### config.mk
export PLATFORM = sky130hd
export DESIGN_NAME = carry_adder
export DESIGN_NICKNAME = d
export VERILOG_FILES = /design/src/rtl/carry_adder.sv
export SDC_FILE = /design/constraint.sdc
export NUM_CORES = 1
export LEC_CHECK = 0
export CORE_MARGIN = 1
export CORE_UTILIZATION = 38
export CTS_CLUSTER_SIZE = 8
export DETAILED_ROUTE_END_ITERATION = 7
export PLACE_DENSITY_LB_ADDON = 0.3
export SYNTH_ARGS = -nofsm -noshare
export SYNTH_HDL_FRONTEND = slang
export SYNTH_SLANG_ARGS = --single-unit
### constraint.sdc
create_clock -name clk -period 0.9 [get_ports clk]
set_input_delay 0.18 -clock clk [delete_from_list [all_inputs] [get_ports clk]]
set_output_delay 0.18 -clock clk [all_outputs]
set_load 0.1 [all_outputs]
### src/rtl/carry_adder.sv
// Registered ripple-carry two's-complement adder with carry-out and signed-overflow flags.
// Latency 1 cycle (2 with CARRY_ADDER_INREG_EN input registers); no backpressure, 1 result/cycle.
module carry_adder #(
  parameter int WIDTH = 6
) (
  input  logic             clk,
  input  logic             rst_n,
  input  logic [WIDTH-1:0] x,
  input  logic [WIDTH-1:0] y,
  input  logic             c_in,
  input  logic             in_valid,
  output logic [WIDTH-1:0] sum,
  output logic             c_out,
  output logic             overflow,
  output logic             out_valid
);

  logic [WIDTH-1:0] a;
  logic [WIDTH-1:0] b;
  logic             ci;
  logic             vld;

`ifdef CARRY_ADDER_INREG_EN
  logic [WIDTH-1:0] a_q;
  logic [WIDTH-1:0] b_q;
  logic             ci_q;
  logic             vld_q;

  // Operands are captured only when valid so X on idle inputs never enters the pipe.
  always_ff @(posedge clk or negedge rst_n) begin
    if (!rst_n) begin
      a_q   <= '0;
      b_q   <= '0;
      ci_q  <= 1'b0;
      vld_q <= 1'b0;
    end else begin
      vld_q <= in_valid;
      if (in_valid) begin
        a_q  <= x;
        b_q  <= y;
        ci_q <= c_in;
      end
    end
  end

  assign a   = a_q;
  assign b   = b_q;
  assign ci  = ci_q;
  assign vld = vld_q;
`else
  assign a   = x;
  assign b   = y;
  assign ci  = c_in;
  assign vld = in_valid;
`endif

  logic [WIDTH:0]   c_d;
  logic [WIDTH-1:0] sum_d;
  logic             ovf_d;

  always_comb begin
    c_d    = '0;
    sum_d  = '0;
    c_d[0] = ci;
    for (int i = 0; i < WIDTH; i++) begin
      sum_d[i]  = a[i] ^ b[i] ^ c_d[i];
      c_d[i+1]  = (a[i] & b[i]) | (a[i] & c_d[i]) | (b[i] & c_d[i]);
    end
    // Carry into vs. out of the sign bit disagree exactly on signed overflow.
    ovf_d = c_d[WIDTH] ^ c_d[WIDTH-1];
  end

  logic [WIDTH-1:0] sum_q;
  logic             c_out_q;
  logic             ovf_q;
  logic             out_valid_q;

  always_ff @(posedge clk or negedge rst_n) begin
    if (!rst_n) begin
      sum_q       <= '0;
      c_out_q     <= 1'b0;
      ovf_q       <= 1'b0;
      out_valid_q <= 1'b0;
    end else begin
      out_valid_q <= vld;
      if (vld) begin
        sum_q   <= sum_d;
        c_out_q <= c_d[WIDTH];
        ovf_q   <= ovf_d;
      end
    end
  end

  assign sum       = sum_q;
  assign c_out     = c_out_q;
  assign overflow  = ovf_q;
  assign out_valid = out_valid_q;

endmodule

==> qor.txt <==
status = finished, violations left
failing checks = setup timing
Worst Path Arrival = 2580 ps
WS Path Type = input port to flip-flop
DIE AREA = 1490 um^2
Synth Area per Inst = 14.5 um^2
Final Util = 86.2%
row cnt = 12
core area = 1170 um^2
Clk pin slew, worst setup/hold paths = 70 ps
CTS tree = done
CP required = 1070 ps
Buffers on Ports = 24
DP Wirelength = 929 um
IO Pins = 25
ANT nets after route = 0
max cap viols = 0
Total Routing Usage GR = 21.9%
H-Tree Depth = 1
register area share after synthesis = 44.3%
initial detailed-routing violation count = 3
clock buffer depth = 2
final WL = 1.24 mm
vias in the first global route = 414
pwr/cell area = 2310 nW/um^2
setup_tns = -8620 ps
Worst Setup Slack, final = -1510 ps
Finish-stage setup viols = 16
Final Hold Viols = 0
Initial Util = 43.4%
RSZ-0062 raised after global routing = yes
syn_nets = 57
Max rail drop VDD = 0.00163 V
LEAKAGE = 0.000458 uW
DR pass1 iterations = 4
clock skew = 0 ps
Worst Tran Pin Value = 147 ps
die height = 38.6 um
max-slew violation count = 0
Yosys warnings = 0
clock sink count = 9
fin cells = 83
post-layout minimum cycle time = 2410 ps
vias per cell = 4.45
DRC violations left = 0
largest net degree at the start of global routing = 10
clock latency on the worst-skew pair = 260 ps
# hold bufs at CTS = 0
Post-Syn Instances = 35
CP Launch Type = input port
fraction of layout cells with a size suffix above 1 = 68.1%
routability cong. = 0.581
Ant. Diodes = 0
Distinct cells, synth = 7
crit share post-route = 267%
commonest non-fill, non-tap cell in the layout = buf_12
crit end category = flip-flop
grt ovf = 0
Max Clk Rate = 0.416 GHz
CTS buffer count = 3
Rel. slew slack = 90.0%
Worst Setup SP = y[0]
clk root buf = clkbuf_4
initial antenna violation count = 0
nets = 92
worst r2r src = sum[2]
first-pass GRT wire length = 1.96 mm
synthesized flop and latch total = 9
Max FO, Critical Path = 2
Via Count = 369
cell area after synthesis = 508 um^2
placed insts = 74
post-route total power = 2340 uW
most frequent cells in the layout = buf_12, clkdlybuf4s50_1, dfrtp_2
Area Growth Syn to Fin = 98.8%
Die W = 38.6 um
worst hold path type = input port to asynchronous set/reset pin
wire length per cell = 15.0 um
==> layer usage <==
metal / vias up / GRT usage, % / routed length [um]
li1: 171 / - / -
met1: 179 / 26.9 / 504
met2: 16 / 35.8 / 679
met3: 3 / 6.98 / 48
met4: 0 / 7.76 / 11
met5: - / 0 / 0
==> power breakdown <==
part	total [uW]	internal, uW	leakage, uW	switching [uW]
Clock	326	171	0.0000150	155
Combinational	1410	593	0.000345	818
Sequential	598	507	0.0000971	91.5
==> worst max-delay path, stage by stage <==
cell     delay (ps)
buf_12          110
inv_12           40
fa_2            170
inv_2            40
fa_2            340
fa_2            350
fa_2            350
fa_2            370
inv_2            70
fa_2            410
mux2i_1         150
==> timing repair <==
item | in CTS | in global routing
buffers inserted | 1 | 5
cloned | 0 | 0
setup endpoints to repair | 17 | 16
gates resized for setup | 22 | 5
pin swaps | 7 | 6
==> sequential cells by signal, summed over array words and instances (netlist names) <==
name and count:
overflow 1, sum 6, out_valid 1, c_out 1
==> per-stage QoR <==
step	instance area (um^2)	hold WS (ps)	setup slack (ps)
finish	1010	195	-1510
global placement	917	481	-2210
CTS	963	194	-1660
detailed placement	917	477	-2320
floorplan	553	-116	-1570
global route	1010	203	-1580
==> synthesized netlist by cell type <==
library cell / instances / area share (%)
inv_1: 10 / 7.4
dfrtp_1: 9 / 44
fa_1: 6 / 24
mux2_4: 5 / 15
mux2i_1: 3 / 5.9
buf_6: 1 / 2.2
xnor2_1: 1 / 1.7
==> final cells by class <==
type,instances,area [um^2]
Multi-Input combinational cell,15,262
Clock buffer,4,26.3
Inverter,10,57.6
Timing Repair Buffer,31,409
Tap cell,14,17.5
Fill cell,53,161
Sequential cell,9,238
==> final timing paths <==
kind	slack, ps	depth (start not counted)	to
min reg2reg	570	1	sum[4]
max in group asynchronous	540	2	c_out
max	-1510	11	sum[5]
max reg2reg	-50	2	sum[2]
min in group clk	330	4	sum[0]
min	200	2	sum[2]
==> cell families (layout without fill, tap and decap cells) <==
kind of cell / after synthesis / count (layout) / share of synthesized area [%]
adder cells (fa/ha/maj): 6 / 6 / 23.6
multiplexers: 8 / 8 / 20.7
XOR/XNOR: 1 / 1 / 1.72
flip-flops: 9 / 9 / 44.3
buffers and inverters: 11 / 45 / 9.61
Note: power is estimated with default switching activity, not from simulation.
==> variant 1 (same settings) <==
The option `CARRY_ADDER_INREG_EN` is turned on by a define.
--- a/src/rtl/carry_adder.sv
+++ b/src/rtl/carry_adder.sv
@@ -1,5 +1,7 @@
 // Registered ripple-carry two's-complement adder with carry-out and signed-overflow flags.
 // Latency 1 cycle (2 with CARRY_ADDER_INREG_EN input registers); no backpressure, 1 result/cycle.
+`define CARRY_ADDER_INREG_EN
+
 module carry_adder #(
   parameter int WIDTH = 6
 ) (
Check against the original RTL: not equivalent (Yosys sat finds a counterexample within 4 cycles, from zero or initial values and one cycle with rst_n low).
==> variant 1 against the unedited design <==
  * Combinational power increased by 70%
  * The flow still finishes with violations (negative setup slack)
  * Highest routed layer unchanged
  * Utilization decreased by 20 points
  * Routed wire length up 56%
  * Largest power group unchanged
  * Cell area grew 68%
  * Synthesized area rose by 110%
  * Sequential cell count up 14
  * Power increased by 86%
  * Clock skew up 0.0031 ns
  * First-iteration DRC count is 33% lower
  * Setup slack worse by 0.33 ns
  * Cell count grew 77%
  * Hold slack gained 0.0073 ns
==> variant 1: results (changes against the unedited design) <==
route:
  dr.pass1.iters: 3  # -1
  vias_per_cell: 4.37  # -1.6%
  wl_met2_um: 932  # +37%
  drt_iter0_markers: 2  # -1
  wl_um: 1940  # +56%
  route.met3.wl_um: 81  # +69%
synthesis:
  seq_area_frac_synth_pct: 54.0  # +9.7 points
  synthAdderAreaFrac_pct: 11.3  # -12 points
  syn_nets: 91  # +60%
  synth_xor_area_share_pct: 0.822  # -0.90 points
  synth_common_cells: "dfrtp_1, mux2_4, inv_1, fa_1"
  ys_warn_count: 0  # unchanged
worst_setup_path:
  crit_slowest_cell: "dfrtp_1"
  path_delay_family: "adder cells"
power_and_ir_drop:
  power.internal_w: 0.00247  # +94%
  ir_drop_mv: 2.48  # +53%
  p_leak_nw: 0.802  # +75%
global_routing:
  grt_pass1_wl_um: 3160  # +61%
  grt_util_all_layers_pct: 15.7  # -6.2 points
  grt_max_degree: 24  # +14
  first_global_vias: 717  # +73%
sta:
  setup_ws_ns: -1.83  # -0.326 ns
  fin_skew_ns: 0.00309  # +0.00309 ns
  setup_viol: 26  # +10
  maxSlewHeadroom_pct: 72.5  # -17 points
placed_design:
  dpl_cell_area_mm2: 0.00158  # +72%
  gp_congestion: 0.736  # +27%
  hpwlAfterDp_um: 1330  # +43%
status:
  status: "finished with violations"
  violations: "negative setup slack"
clock_network:
  worstSkewPairLatency_ns: 0.31  # +0.05 ns
final_layout:
  layout-drive-gt1-share_pct: 60.7  # -7.4 points
  fin_nets: 140  # +52%
## variant 1: changes by cell type after synthesis, moves of 4 or more
cell	before	now
dfrtp_1	9	23
mux2_4	5	13
nand2_1	0	4
o21ai_2	0	4
## variant 1: final cells by class
type | count | area [µm²]
Timing Repair Buffer | 47 | 578
Clock buffer | 3 | 22.5
Tap cell | 30 | 37.5
Multi-Input combinational cell | 33 | 428
Inverter | 10 | 37.5
Fill cell | 198 | 873
Sequential cell | 23 | 586
Clock inverter | 1 | 5.00
## variant 1: path summary, 6_finish.rpt
check,start,endpoint,slack (ns),cells after the start
setup reg to reg,a[0],overflow,-1.83,11
setup / recovery,a[0],overflow,-1.83,11
max in group asynchronous,rst_n,sum[1],0.55,2
hold / removal,rst_n,ci,0.20,2
min in group clk,x[0],a[0],0.41,3
hold reg to reg,b[0],b[0],0.56,2
## variant 1: worst register-to-register path, cell delays in order (launching register included)
cell and delay, ns:
dfrtp_1 0.40, inv_2 0.07, fa_1 0.16, inv_1 0.05, fa_2 0.33, fa_2 0.35
fa_2 0.35, fa_2 0.36, inv_2 0.06, fa_2 0.20, xnor2_1 0.07, mux2_4 0.25
## variant 1: metrics by stage
step	hold slack [ns]	setup WS, ns	util, %	instances	setup TNS, ns
after floorplan	-0.116	-1.76	-	69	-9.67
after global placement	0.529	-1.82	61.5	138	-14.53
after detailed placement	0.544	-1.84	61.5	138	-14.82
after CTS	0.202	-1.85	65.1	145	-12.09
after global routing	0.188	-1.97	66.0	147	-13.33
final	0.203	-1.83	66.0	147	-12.03
## variant 1: logic make-up after synthesis
group	count (synthesis)
simple gates	5
flops	23
fa+ha+maj	6
xor+xnor	1
mux	16
compound gates	5
buf+inv	13
## variant 1: layer usage
| metal | track usage (%) | up-vias |
|---|---|---|
| met5 | 0 | - |
| met3 | 3.28 | 2 |
| met4 | 6.25 | 0 |
| met1 | 20.9 | 311 |
| li1 | - | 315 |
| met2 | 25.1 | 15 |
## variant 1: what timing repair did
item	4_1_cts	5_1_grt
hold buffers	0	0
cloned	1	0
setup endpoints to repair	30	25
gates resized for setup	7	5
buffers inserted	6	7
## variant 1: power groups by stage
| stage | clock network, W | logic (W) | registers [W] |
|---|---|---|---|
| after floorplan | 0 | 0.000429 | 0.00241 |
| after global placement | 0 | 0.00229 | 0.00149 |
| after detailed placement | 0 | 0.00231 | 0.00149 |
| after CTS | 0.000495 | 0.00238 | 0.00147 |
| after global routing | 0.000542 | 0.00249 | 0.00150 |
| final | 0.000483 | 0.00239 | 0.00147 |
==> variant 2 (config.mk and constraints unchanged) <==
Without the edit above. Register the output `overflow` once more, without a reset; this adds one clock of latency there. The other outputs are not delayed to match. Comments in the files are not updated.
--- a/src/rtl/carry_adder.sv
+++ b/src/rtl/carry_adder.sv
@@ -93,7 +93,9 @@
 
   assign sum       = sum_q;
   assign c_out     = c_out_q;
-  assign overflow  = ovf_q;
+  always_ff @(posedge clk) begin
+    overflow <= ovf_q;
+  end
   assign out_valid = out_valid_q;
 
 endmodule
Formal check against the unedited RTL: not equivalent (Yosys sat finds a counterexample within 4 cycles, from zero or initial values and one cycle with rst_n low).
==> variant 2 against the unedited design <==
  * The run still ends with negative setup slack left
  * First-iteration DRC count fell by 67%
  * Synthesized area rose by 3.9%
  * Register-to-register slack improved by 0.14 ns
  * Routed wire length fell by 23%
  * Highest routed layer is now met3
  * Cell area fell by 0.87%
  * Count of clock-buffer cells in the layout did not move
  * Synthesized cell count rose by 2.9%
  * Hold slack improved by 0.012 ns
  * Largest power group unchanged
  * Non-clock buffer count fell by 3
  * Sequential cell count rose by 1
  * Setup slack improved by 0.030 ns
  * Via count fell by 3.8%
  * Power rose by 1.6%
==> variant 2: results (changes against the unedited design) <==
status:
  status: "finished with violations"
  violations: "negative setup slack"
clock_network:
  postCtsSetupRepairBufs: 0  # -1
  cts_root_buf: "clkbuf_4"
  ctsHtreeMaxLevel: 1  # unchanged
  cts_resized: 19  # -14%
  numCtsBuffers: 3  # unchanged
  clk_path_buf_depth: 2  # unchanged
  worstSkewPairLatency_ns: 0.26  # about the same
  clk_pin_slew_ns: 0.07  # about the same
placed_design:
  dp.cells: 78  # +5.4%
  hpwlAfterDp_um: 822  # -11%
  gp_congestion: 0.621  # +7.0%
  port_buffers: 24  # unchanged
final_layout:
  layout-drive-gt1-share_pct: 68.7  # +0.54 points
  fin_nets: 90  # -2.2%
  largest_reg_flops: 6  # unchanged
  fillers: 93  # +75%
synthesis:
  async_reset_ff_share_pct: 90.0  # -10 points
  seq_area_frac_synth_pct: 46.4  # +2.1 points
  syn_nets: 58  # +1.8%
  ys_warn_count: 0  # unchanged
  synth_area_leaders: "dfrtp_1, fa_1, mux2_4"
  post_synth_num_cell_types: 8  # +1
  syn_inst: 36  # +2.9%
worst_setup_path:
  path_delay_family: "adder cells"
  crit_slowest_cell: "fa_2"
  cp_slowest_stage_delay_ns: 0.35  # -0.06 ns
  critPathArrivalTime_ns: 2.52  # -0.06 ns
  reg2reg_depth: 1  # -1
  path_max_fanout: 2  # unchanged
route:
  num_vias: 355  # -3.8%
  drt_iter0_markers: 1  # -2
  wl_um: 956  # -23%
  dr.pass1.iters: 2  # -2
  vias_per_cell: 4.33  # -2.6%
global_routing:
  grt_max_degree: 10  # unchanged
  antenna_found_initial: 0  # unchanged
  grtUsageMet2_pct: 30.0  # -5.8 points
  gr-usage-met1_pct: 16.2  # -11 points
  grt_util_all_layers_pct: 15.5  # -6.4 points
  first_global_vias: 384  # -7.2%
  use_met3_pct: 3.41  # -3.6 points
  grt_pass1_wl_um: 1520  # -22%
sta:
  fin_skew_ns: 0.0000709  # +0.0000709 ns
  setup_viol: 16  # unchanged
  worst_pin_slew_ns: 0.114  # -0.0325 ns
  setup_ws_ns: -1.48  # +0.0300 ns
power_and_ir_drop:
  ir_drop_mv: 1.48  # -9.1%
  p_leak_nw: 0.459  # +0.26%
min_path:
  hold_path.class: "primary input to async pin"
==> variant 2: changes by cell type after synthesis <==
cell / delta
dfxtp_1: +1
==> variant 2: kinds of logic after synthesis <==
family	after synthesis	synth area share, %
mux	8	19.9
xor+xnor	1	1.66
fa+ha+maj	6	22.7
flops	10	46.4
buf+inv	11	9.24
==> variant 2: power by group <==
part           total, W  internal [W]  switching [W]  leakage (nW)
clock network  0.000397      0.000245       0.000152        0.0210
logic           0.00132      0.000541       0.000776         0.332
registers      0.000660      0.000566      0.0000942         0.106
==> variant 2: final cells by class <==
cell class	instances	area [µm²]	area share, %
Clock buffer	4	36.3	3.62
Inverter	10	57.6	5.75
Multi-Input combinational cell	15	256	25.6
Sequential cell	10	259	25.9
Tap cell	15	18.8	1.88
Timing Repair Buffer	28	373	37.3
==> variant 2: metrics by stage <==
stage          instance area, µm²  worst slack, ns  total power, W  setup TNS (ns)
6_report                     1000            -1.48         0.00237           -8.33
2_1_floorplan                 574            -1.57         0.00143           -7.91
4_1_cts                       983            -1.61         0.00239           -9.14
3_5_place_dp                  942            -2.28         0.00198          -13.51
5_1_grt                      1000            -1.54         0.00248           -8.90
3_3_place_gp                  942            -2.23         0.00197          -13.20
==> variant 2: final timing paths <==
path | start | to | slack (ns)
setup / recovery | y[0] | ovf_q | -1.48
hold / removal | rst_n | out_valid | 0.21
setup reg to reg | sum[1] | sum[1] | 0.09
max in group asynchronous | rst_n | sum[2] | 0.54
min in group clk | x[0] | sum[0] | 0.35
hold reg to reg | ovf_q | overflow | 0.38
==> variant 2: metal layers <==
metal,vias to the layer above,part of all wire [%]
met1,174,35
met5,-,0
met3,0,5.2
li1,166,-
met2,15,60
met4,0,0
